File: src/rtl/clip_sequencer.sv
// Record/playback sequencer for two single-port clip BRAMs sharing one address/data bus.
// One operation at a time: record on sample ticks, or play back with a one-cycle read latency.
module clip_sequencer #(
   parameter int unsigned ADDR_W = 17,
   parameter int unsigned DATA_W = 16,
   parameter int unsigned DEPTH  = 131072
) (
   input  logic              clock,
   input  logic              reset,
   input  logic              sample_tick,
   input  logic              record,
   input  logic              play,
   input  logic              clip_rec_sel,
   input  logic              clip_play_sel,
   input  logic [DATA_W-1:0] sample_in,
   output logic [DATA_W-1:0] sample_out,
   output logic [1:0]        mem_ena,
   output logic [1:0]        mem_wea,
   output logic [ADDR_W-1:0] mem_addr,
   output logic [DATA_W-1:0] mem_din,
   input  logic [DATA_W-1:0] mem_dout0,
   input  logic [DATA_W-1:0] mem_dout1,
   output logic              rec_busy,
   output logic              play_busy,
   output logic              active_clip,
   output logic [1:0]        clip_valid
);

   localparam int unsigned LEN_W = ADDR_W + 1;
   localparam logic [LEN_W-1:0] LEN_FULL = LEN_W'(DEPTH);

   typedef enum logic [1:0] {IDLE, REC, PLAY_RD, PLAY_LAT} state_t;

   state_t            state;
   logic              rec_q, rec_prev, play_q, play_prev;
   logic              rec_rise, play_rise;
   logic [LEN_W-1:0]  ptr, ptr_inc, len0, len1, cur_len, sel_len;
   logic [DATA_W-1:0] rd_data;
   logic              wr_cycle, rd_cycle;

   assign rec_rise  = rec_q & ~rec_prev;
   assign play_rise = play_q & ~play_prev;
   assign ptr_inc   = ptr + LEN_W'(1);
   assign cur_len   = active_clip ? len1 : len0;
   assign sel_len   = clip_play_sel ? len1 : len0;
   assign rd_data   = active_clip ? mem_dout1 : mem_dout0;

   assign rec_busy   = (state == REC);
   assign play_busy  = (state == PLAY_RD) || (state == PLAY_LAT);
   assign clip_valid = {|len1, |len0};

   // A record rise pre-empts a read issued in the same cycle.
   assign wr_cycle = (state == REC) && sample_tick;
   assign rd_cycle = (state == PLAY_RD) && sample_tick && !rec_rise;
   assign mem_addr = ptr[ADDR_W-1:0];

   always_comb begin
      mem_ena = '0;
      mem_wea = '0;
      mem_din = '0;
      if (wr_cycle) begin
         mem_ena[active_clip] = 1'b1;
         mem_wea[active_clip] = 1'b1;
         mem_din              = sample_in;
      end else if (rd_cycle) begin
         mem_ena[active_clip] = 1'b1;
      end
   end

   always_ff @(posedge clock or negedge reset) begin
      if (!reset) begin
         state       <= IDLE;
         rec_q       <= 1'b0;
         rec_prev    <= 1'b0;
         play_q      <= 1'b0;
         play_prev   <= 1'b0;
         ptr         <= '0;
         len0        <= '0;
         len1        <= '0;
         sample_out  <= '0;
         active_clip <= 1'b0;
      end else begin
         rec_q     <= record;
         rec_prev  <= rec_q;
         play_q    <= play;
         play_prev <= play_q;

         if (state == IDLE && sample_tick)
            sample_out <= '0;

         // Record start wins over play start and aborts any playback.
         if (rec_rise && state != REC) begin
            state       <= REC;
            active_clip <= clip_rec_sel;
            ptr         <= '0;
         end else begin
            case (state)
               IDLE: begin
                  if (play_rise && sel_len != '0) begin
                     state       <= PLAY_RD;
                     active_clip <= clip_play_sel;
                     ptr         <= '0;
                  end
               end
               REC: begin
                  if (sample_tick) begin
                     ptr <= ptr_inc;
                     if (ptr_inc == LEN_FULL || !rec_q) begin
                        if (active_clip) len1 <= ptr_inc;
                        else             len0 <= ptr_inc;
                        state <= IDLE;
                     end
                  end else if (!rec_q) begin
                     if (active_clip) len1 <= ptr;
                     else             len0 <= ptr;
                     state <= IDLE;
                  end
               end
               PLAY_RD: begin
                  if (sample_tick)
                     state <= PLAY_LAT;
               end
               PLAY_LAT: begin
                  sample_out <= rd_data;
                  ptr        <= ptr_inc;
                  state      <= (ptr_inc == cur_len) ? IDLE : PLAY_RD;
               end
               default: state <= IDLE;
            endcase
         end
      end
   end

endmodule
File: config.mk
export PLATFORM = sky130hd
export DESIGN_NAME = clip_sequencer
export DESIGN_NICKNAME = d
export VERILOG_FILES = /design/src/rtl/clip_sequencer.sv
export SDC_FILE = /design/constraint.sdc
export NUM_CORES = 1
export LEC_CHECK = 0
export CORE_UTILIZATION = 40
export CTS_BUF_LIST = sky130_fd_sc_hd__clkbuf_8
export DETAILED_ROUTE_END_ITERATION = 7
export PLACE_DENSITY_LB_ADDON = 0.12
export SLEW_MARGIN = 15
export SYNTH_ARGS = -nofsm -noshare
export SYNTH_HDL_FRONTEND = slang
export SYNTH_SLANG_ARGS = --single-unit
export TNS_END_PERCENT = 50
File: constraint.sdc
create_clock -name clock -period 3.75 [get_ports clock]
set_clock_uncertainty 0.2 [all_clocks]
set_input_delay 0.75 -clock clock [delete_from_list [all_inputs] [get_ports clock]]
set_output_delay 0.75 -clock clock [all_outputs]
set_load 0.01 [all_outputs]
* Word-level counts from Yosys, hierarchy flattened *
Index checks and enable logic that the tools add are counted.
W data, S select, Z words.

storage, ports and cells
  register bits = 77
  input bits = 55
  output and inout port bits = 58
  word-level logic and storage cells = 92

cells by class
  add/subtract/negate cells = 1
  $lt $le $gt $ge = 2
  equality and inequality tests = 13
  muxes and demuxes = 37
  bitwise operators = 6
  reductions and logical operators = 23

operators by type and width
  kind                     number
  $mux W18                 15
  $mux W16                 5
  $pmux W18 S3             1
  $reduce_or A18 Y1        2
  $mux W2                  10
  $add A18 B1 Y18 const B  1
  $eq A18 B18 Y1           1
  $eq A18 B18 Y1 const B   1
  $reduce_bool A18 Y1      1
  $reduce_and A5 Y1        2
  $pmux W2 S4              1
  $logic_and A1 B1 Y1      7
  $ne A3 B2 Y1 const B     2
  $eq A2 B2 Y1 const B     2
  $mux W1                  4
  $ne A2 B1 Y1 const B     2
  $ne A4 B2 Y1 const B     1
  $ne A4 B3 Y1 const B     1
  $not A1 Y1               4
  $reduce_and A4 Y1        1
  $reduce_bool A2 Y1       2
  $reduce_bool A4 Y1       1
  $ne A3 B1 Y1 const B     1
  $reduce_and A3 Y1        1
  other kinds (10)         13

* Longest topological paths before layout *
Gate-level depths: netlist of the first run.

  depth in word-level cells = 7
  mapped depth = 11
  depth with buffers taken out = 8

* Least setup slack after synthesis of the first run *
No wires, ideal clock.

  path type = reg-to-reg
  start = register ptr[0]
  end = register len0[12]
  library setup time = 0.125 ns
  arrival = 2.805 ns
  required time = 3.425 ns
  setup slack = 0.620 ns
  stages on the path, launching flop included = 12
  buffers on the path = 3
  period minus slack after synthesis = 3.130 ns
  path through = dfrtp_1 > ha_1 > buf_2 > nand3_2 > nor4_4 > a21boi_0 > nor2_1 > o41ai_2 > and3_1 > buf_6 > buf_12 > mux2_4

on the way
  longest elaborated chain between the ends = 5
  elaborated cells between the ends (all ways) = 8
  those cells by class = add/sub (1); eq/ne (2); mux (3); reduce/logical (2)

RTL lines
  item                                line  RTL
  start: declaration                  37    logic [LEN_W-1:0] ptr, ptr_inc, len0, len1, cur_len, sel_len;
  start signal: assignment            107   ptr <= ptr_inc;
  start signal: assignment            125   ptr <= ptr_inc;
  $add A18 B1 Y18 (*)                 43    assign ptr_inc = ptr + LEN_W'(1);
  $eq A18 B18 Y1                      108   if (ptr_inc == LEN_FULL || !rec_q) begin
  $logic_or A1 B1 Y1                  108
  $ne A2 B1 Y1 (no source line)       -
  $reduce_and A5 Y1 (no source line)  -
  end signal: assignment              110   else len0 <= ptr_inc;
  end signal: assignment              115   else len0 <= ptr;
  end: declaration                    37

Mark *: on every way between the ends. The rest lies on a longest branch, timed or not. The select of a mux whose other input is x is not followed.
A chain may end at the register's enable or synchronous reset.

* Worst setup path in the final report of the first run *
  start = register len0[5]
  end = output port clip_valid[0]

on the way
  longest elaborated chain between the ends = 1

RTL lines
  item               line  RTL
  $reduce_or A18 Y1  50    assign clip_valid = {|len1, |len0};
  end: declaration   26    output logic [1:0] clip_valid

Every way passes these cells.

==> flow_summary.json, run 1 <==
{
  "outcome": "finished, final reports clean",
  "criticalPathCategory": "register to output pin",
  "tritoncts": "yes",
  "path_type_of_the_worst_min_delay_path": "register to register",
  "worstSetupEndpointType": "output pin",
  "antenna_cells": 0,
  "first_iter_violations": 205,
  "ctsHtreeMaxLevel": 3,
  "numCtsBuffers": 9,
  "cp_slowest_cell": "clkdlybuf4s50_1",
  "wire_length_of_the_first_global_routing_pass_um": 21100,
  "drt_drc_violations_left": 0,
  "regArea_mm2": 0.00193,
  "synthDominantAreaCellType": "dfrtp_1",
  "timing.final.setup_violations": 0,
  "startpoint_type": "register",
  "netlist_instances": 508,
  "post-route-period-util_pct": 89.6,
  "met2_usage_pct": 34.3,
  "cts_resized": 0,
  "tns_ps": 0,
  "vias_in_the_first_global_route": 4033,
  "req_time_crit_path_ps": 2800,
  "layout_min_cycle_time_ps": 3360,
  "p_sw_uw": 1320,
  "worst_setup_path_startpoint": "len0[5]$_DFFE_PN0P_",
  "syn_warnings": 0,
  "postSynthAreaPerCell_um2": 9.69,
  "rsz0062_at_grt": "false",
  "slew_headroom_pct": 33.2,
  "synthToLayoutAreaGrowth_pct": 28.4,
  "synth_enable_flop_cells": 0,
  "syn-num-nets": 564,
  "cts-root-buf": "clkbuf_8",
  "grt_overflow_total": 0,
  "register_area_share_after_synthesis_pct": 39.2,
  "viasPerCell": 5.37,
  "clkSlewWorstSetupHoldPaths_ps": 70,
  "synth_top_area_share_pct": 39.2,
  "num_io_pins": 113,
  "grt_use_met3_pct": 4.98,
  "clock_sinks": 77,
  "holdCritStartpoint": "play_q$_DFF_PN0_",
  "cp_max_fo": 3,
  "gp_congestion": 0.817,
  "fmaxAchievable_mhz": 298,
  "path_delay_family": "simple AND/OR/NAND/NOR gates",
  "combinational_power_share_pct": 46.0,
  "worst_slew_pin_slew_ps": 1000,
  "hold_viol": 0,
  "die_width_um": 113,
  "worst_vdd_ir_v": 0.000485,
  "post-place-ws_ps": 421,
  "synth.top_cells.by_area": "dfrtp_1, mux2i_1, xnor2_1",
  "postCtsSetupRepairBufs": 0,
  "drive_gt1_share_pct": 13.2,
  "track_usage_pct": 21.3,
  "synth_flop_cell": "dfrtp_1",
  "drt-pass1-iter-count": 4,
  "wire_per_inst_um": 17.3,
  "dieHeight_um": 113,
  "fin_ws_ps": 389,
  "async_reset_ff_share_pct": 100,
  "cp_num_buf_inv": 1,
  "seq_power_share_pct": 33.7,
  "placeableCoreArea_mm2": 0.0120,
  "power.share.switching_pct": 37.5,
  "timing_max_transition_violations_final": 0,
  "global_route.peak_usage_layer": "met2",
  "critical_path_cell_list": "nor4_1, nand3_1, or4_1, clkdlybuf4s50_1",
  "r2r-start": "ptr[2]$_DFFE_PN0P_",
  "antenna_violating_nets_post_route": 0,
  "area_taken_by_multi_input_logic_gates_mm2": 0.00257,
  "num_vias": 4031,
  "grt_util_met1_pct": 28.6,
  "cellInternalPower_uw": 2200,
  "port_buffers": 112,
  "holdWs_ps": 179,
  "syn_area_mm2": 0.00492,
  "synthDistinctLibCells": 51,
  "total_nets_final": 655,
  "cp_slowest_stage_delay_ps": 500,
  "layout.cell_area.non_filler_mm2": 0.00632,
  "leakage_uw": 0.00278,
  "routed_wirelength_um": 13000,
  "number_of_buffers_inserted_for_hold_repair_after_clock_tree_synthesis": 0,
  "share_clk_of_total_power_pct": 20.3,
  "yosys_register_bits": 77,
  "nFillCells": 1135,
  "antenna_found_initial": 0,
  "dp_hpwl_um": 9560,
  "initial_utilization_pct": 41.0,
  "grt_max_degree": 78,
  "power_per_cell_area_mw_per_mm2": 556,
  "dpl-instance-area_mm2": 0.00609,
  "maxCapViolCount": 0,
  "clock_path_buffers": 2,
  "die-area_mm2": 0.0127,
  "clkLatencyLatePin_ps": 370,
  "placementRows": 40,
  "critPathArrivalTime_ps": 2410
}
==> sequential cells by signal, summed over array words and instances, names as in the netlist <==
register,flops
active_clip,1
rec_q,1
state,2
len1,18
ptr,18
play_prev,1
len0,18
sample_out,16
play_q,1
rec_prev,1
==> logic make-up after synthesis <==
| kind of cell | count (synthesis) | synth area share (%) |
|---|---|---|
| and+or+nand+nor | 158 | 18.2 |
| xor gates and xnor gates | 48 | 8.54 |
| AOI/OAI and AO/OA | 76 | 9.33 |
| DFF | 77 | 39.2 |
| buffers and inverters | 76 | 8.62 |
| muxes | 72 | 15.9 |
| adders and majority gates | 1 | 0.254 |
==> cell usage after synthesis, drive strengths merged, types with 6 or more instances <==
library cell	count
dfrtp	77
nand2	49
mux2i	48
buf	39
xnor2	36
and3	27
o21ai	25
mux2	24
a21oi	19
clkbuf	19
inv	18
nor2	18
a31oi	16
nor4	14
nand3	12
xor2	12
nand2b	10
nand4	8
nor3	6
==> placed cells by master (no fill, tap or decap), types with 2 or more instances in the layout <==
master	n
a21oi_1	19
a31oi_1	16
and3_1	27
buf_12	2
buf_4	25
bufinv_16	2
clkbuf_8	11
clkdlybuf4s50_1	111
clkinv_2	2
dfrtp_1	76
inv_1	19
mux2_2	16
mux2_4	8
mux2i_1	48
nand2_1	49
nand2b_1	10
nand3_1	8
nand3_2	3
nand4_1	7
nor2_1	18
nor2b_1	3
nor3_1	6
nor3b_1	2
nor4_1	9
nor4_2	3
nor4_4	2
o211ai_1	2
o21a_1	3
o21ai_0	25
or4_1	5
xnor2_1	36
xor2_1	12
==> power groups by stage <==
| stage | registers, uW | clock network [uW] | logic (uW) |
|---|---|---|---|
| floorplan | 1170 | 0 | 997 |
| global placement | 1190 | 0 | 1610 |
| detailed placement | 1200 | 0 | 1620 |
| CTS | 1180 | 737 | 1620 |
| global route | 1210 | 770 | 1760 |
| finish | 1180 | 712 | 1620 |
==> per-stage QoR <==
stage / total power [uW] / cells / utilization (%)
after floorplan: 2160 / 508 / -
after global placement: 2800 / 735 / 50.7
after detailed placement: 2810 / 735 / 50.7
after CTS: 3540 / 751 / 52.6
after global routing: 3740 / 751 / 52.6
final: 3510 / 751 / 52.6
==> metal layers <==
layer / wire length (um) / share of wire, %
met2: 6160 / 47
met3: 652 / 5.0
met1: 5990 / 46
met4: 211 / 1.6
met5: 0 / 0
==> worst register-to-register path, stage by stage (launching register included) <==
cell and delay [ps]:
dfrtp_1 610, nand3_4 180, nor4_2 530, xnor2_1 220, o211ai_1 150, o41ai_2 440, and3_1 260, buf_12 190
mux2_2 360
==> final cells by class <==
cell class	instances	share of cell area (%)
Tap cell	147	2.91
Sequential cell	77	30.5
Multi-Input combinational cell	355	40.7
Timing Repair Buffer	138	21.2
Inverter	18	1.07
Clock inverter	5	1.17
Clock buffer	11	2.40
==> path summary, 6_finish.rpt <==
| check | endpoint | slack (ps) | depth (start not counted) |
|---|---|---|---|
| setup / recovery | clip_valid[0] | 390 | 4 |
| hold reg to reg | play_prev$_DFF_PN0_ | 180 | 0 |
| setup reg to reg | len1[5]$_DFFE_PN0P_ | 500 | 8 |
| hold / removal | play_prev$_DFF_PN0_ | 180 | 0 |
| max in group asynchronous | active_clip$_DFFE_PN0P_ | 2290 | 1 |
| min in group asynchronous | ptr[10]$_DFFE_PN0P_ | 340 | 1 |
Note: power is estimated with default switching activity, not from simulation.
==> run 2: changes to the inputs <==
Settings changed: CORE_UTILIZATION 40 to 52.
==> run 2 against run 1 <==
Clock power is 1% higher; utilization rose by 15 points; largest power group unchanged; critical path depth unchanged; count of clock-buffer cells in the layout decreased by 2; final cell count fell by 5.7%; worst setup slack lost 64 ps; highest routed layer unchanged; maximum frequency is 1.9% lower.
==> flow_summary.json, run 2 (synthesized netlist as in run 1, its figures left out) <==
{
  "gp_congestion": 0.910,
  "clock_sinks": 77,
  "cts-root-buf": "clkbuf_8",
  "antenna_cells": 0,
  "first_iter_violations": 215,
  "dieHeight_um": 99.3,
  "cp_max_fo": 24,
  "path_delay_family": "buffers and inverters",
  "path_type_of_the_worst_min_delay_path": "register to register",
  "worst_setup_path_startpoint": "sample_tick",
  "slew_headroom_pct": 34.3,
  "final_core_util_pct": 67.3,
  "req_time_crit_path_ps": 2800,
  "highest_layer_used_for_signal_routing": "met4",
  "combinational_power_share_pct": 44.4,
  "placed_cells": 692,
  "power_per_cell_area_mw_per_mm2": 561,
  "antenna_found_initial": 0,
  "postCtsSetupRepairBufs": 0,
  "layout_min_cycle_time_ps": 3420,
  "fmaxAchievable_mhz": 292,
  "holdWs_ps": 184,
  "outcome": "finished, final reports clean",
  "timing.final.setup_violations": 0,
  "viasPerCell": 5.67,
  "clock_path_buffers": 2,
  "timing_max_transition_violations_final": 0,
  "seq_power_share_pct": 34.8,
  "cts_resized": 0,
  "synthToLayoutAreaGrowth_pct": 25.8,
  "leakage_uw": 0.00273,
  "post-route-period-util_pct": 91.3,
  "p_sw_uw": 1320,
  "layout_common_cells": "clkdlybuf4s50_1, dfrtp_1, nand2_1",
  "drive_gt1_share_pct": 12.4,
  "dpl-instance-area_mm2": 0.00597,
  "total_nets_final": 648,
  "critical_path_cell_list": "clkdlybuf4s50_1, buf_4, and3_1, clkdlybuf4s50_1",
  "grt_max_degree": 78,
  "worst_reg2reg_endpoint": "len1[5]$_DFFE_PN0P_",
  "die_width_um": 99.3,
  "r2r-start": "ptr[6]$_DFFE_PN0P_",
  "cp_slowest_stage_delay_ps": 640,
  "number_of_non_filler_instances_in_the_completed_layout": 708,
  "numCtsBuffers": 9,
  "drt-pass1-iter-count": 4,
  "placementRows": 35,
  "cp_num_buf_inv": 3,
  "worst_path_most_repeated_cell": "clkdlybuf4s50_1",
  "port_buffers": 112,
  "rsz0062_at_grt": "false",
  "num_vias": 4015,
  "hold_viol": 0,
  "worst_slew_pin_slew_ps": 986,
  "met2_wirelength_um": 6110,
  "worst_vdd_ir_v": 0.000416,
  "startpoint_type": "input port",
  "maxCapViolCount": 0,
  "track_usage_pct": 26.5,
  "clkLatencyLatePin_ps": 360,
  "cellInternalPower_uw": 2150,
  "final_common_cell": "clkdlybuf4s50_1",
  "tns_ps": 0,
  "clkSlewWorstSetupHoldPaths_ps": 90,
  "nFillCells": 752,
  "wire_length_of_the_first_global_routing_pass_um": 20400,
  "crit_end": "mem_din[13]",
  "initial_utilization_pct": 53.5,
  "cp_slowest_cell": "clkdlybuf4s50_1",
  "tritoncts": "yes",
  "dp_hpwl_um": 9340,
  "die-area_mm2": 0.00986,
  "worstSetupEndpointType": "output pin",
  "power.share.switching_pct": 38.1,
  "wl_met1_um": 5590,
  "grt_overflow_total": 0,
  "antenna_violating_nets_post_route": 0,
  "routed_wirelength_um": 12700,
  "rrSetupSlack_ps": 420,
  "drt_drc_violations_left": 0,
  "vias_in_the_first_global_route": 3958,
  "critPathArrivalTime_ps": 2470,
  "layout.cell_area.non_filler_mm2": 0.00619,
  "number_of_buffers_inserted_for_hold_repair_after_clock_tree_synthesis": 0,
  "cp_num_cells": 4,
  "num_io_pins": 113,
  "ctsHtreeMaxLevel": 3,
  "route.met3.wl_um": 631,
  "reg_top3": "len0 (18), len1 (18), ptr (18)",
  "placeableCoreArea_mm2": 0.00920,
  "wire_per_inst_um": 17.9,
  "criticalPathCategory": "input port to output pin",
  "r2r_cells": 8,
  "share_clk_of_total_power_pct": 20.7
}
[run 2: cell types whose count changed in the layout (fill, tap and decap cells not counted), sizes merged]
cell	delta
clkbuf	-2
buf	-7
clkinv	+1
clkinvlp	+1
[run 2: worst reg2reg max path, stage by stage, from the launching register on]
cell,delay (ps)
dfrtp_1,580
nand4_2,300
nor4_2,480
xnor2_1,220
o211ai_1,150
o41ai_2,450
and3_1,240
buf_4,250
mux2_2,360
[run 2: power groups by stage]
stage | Sequential, uW | Combinational, uW | Clock (uW)
final | 1210 | 1540 | 721
after global routing | 1240 | 1670 | 772
after CTS | 1210 | 1550 | 731
after detailed placement | 1230 | 1550 | 0
after global placement | 1220 | 1530 | 0
after floorplan | 1170 | 997 | 0
[run 2: area by class of cell]
cell class / count / area [um2] / area share (%)
clock buffers: 9 / 124 / 2.00
well taps: 111 / 139 / 2.24
flip-flops and latches: 77 / 1930 / 31.1
multi-input cells: 355 / 2570 / 41.6
clock inverters: 7 / 98.8 / 1.60
repair buffers: 131 / 1260 / 20.4
inverters: 18 / 67.6 / 1.09
[run 2: worst min path at each step]
| stage | startpoint | depth (start not counted) | endpoint |
|---|---|---|---|
| finish | play_q$_DFF_PN0_ | 0 | play_prev$_DFF_PN0_ |
| global route | play_q$_DFF_PN0_ | 0 | play_prev$_DFF_PN0_ |
| CTS | play_q$_DFF_PN0_ | 0 | play_prev$_DFF_PN0_ |
| floorplan | play_q$_DFF_PN0_ | 0 | play_prev$_DFF_PN0_ |
| global placement | play_q$_DFF_PN0_ | 0 | play_prev$_DFF_PN0_ |
| detailed placement | play_q$_DFF_PN0_ | 0 | play_prev$_DFF_PN0_ |
[run 2: stage by stage]
step	total power (uW)	setup WS, ps
4_1_cts	3490	344
6_report	3480	325
3_3_place_gp	2740	378
3_5_place_dp	2770	340
5_1_grt	3690	251
2_1_floorplan	2160	620
[run 2: per-layer routing]
metal | track usage (%) | vias up
met5 | 0 | -
met4 | 10.4 | 0
met3 | 3.79 | 25
met2 | 42.6 | 128
met1 | 36.4 | 1944
li1 | - | 1918
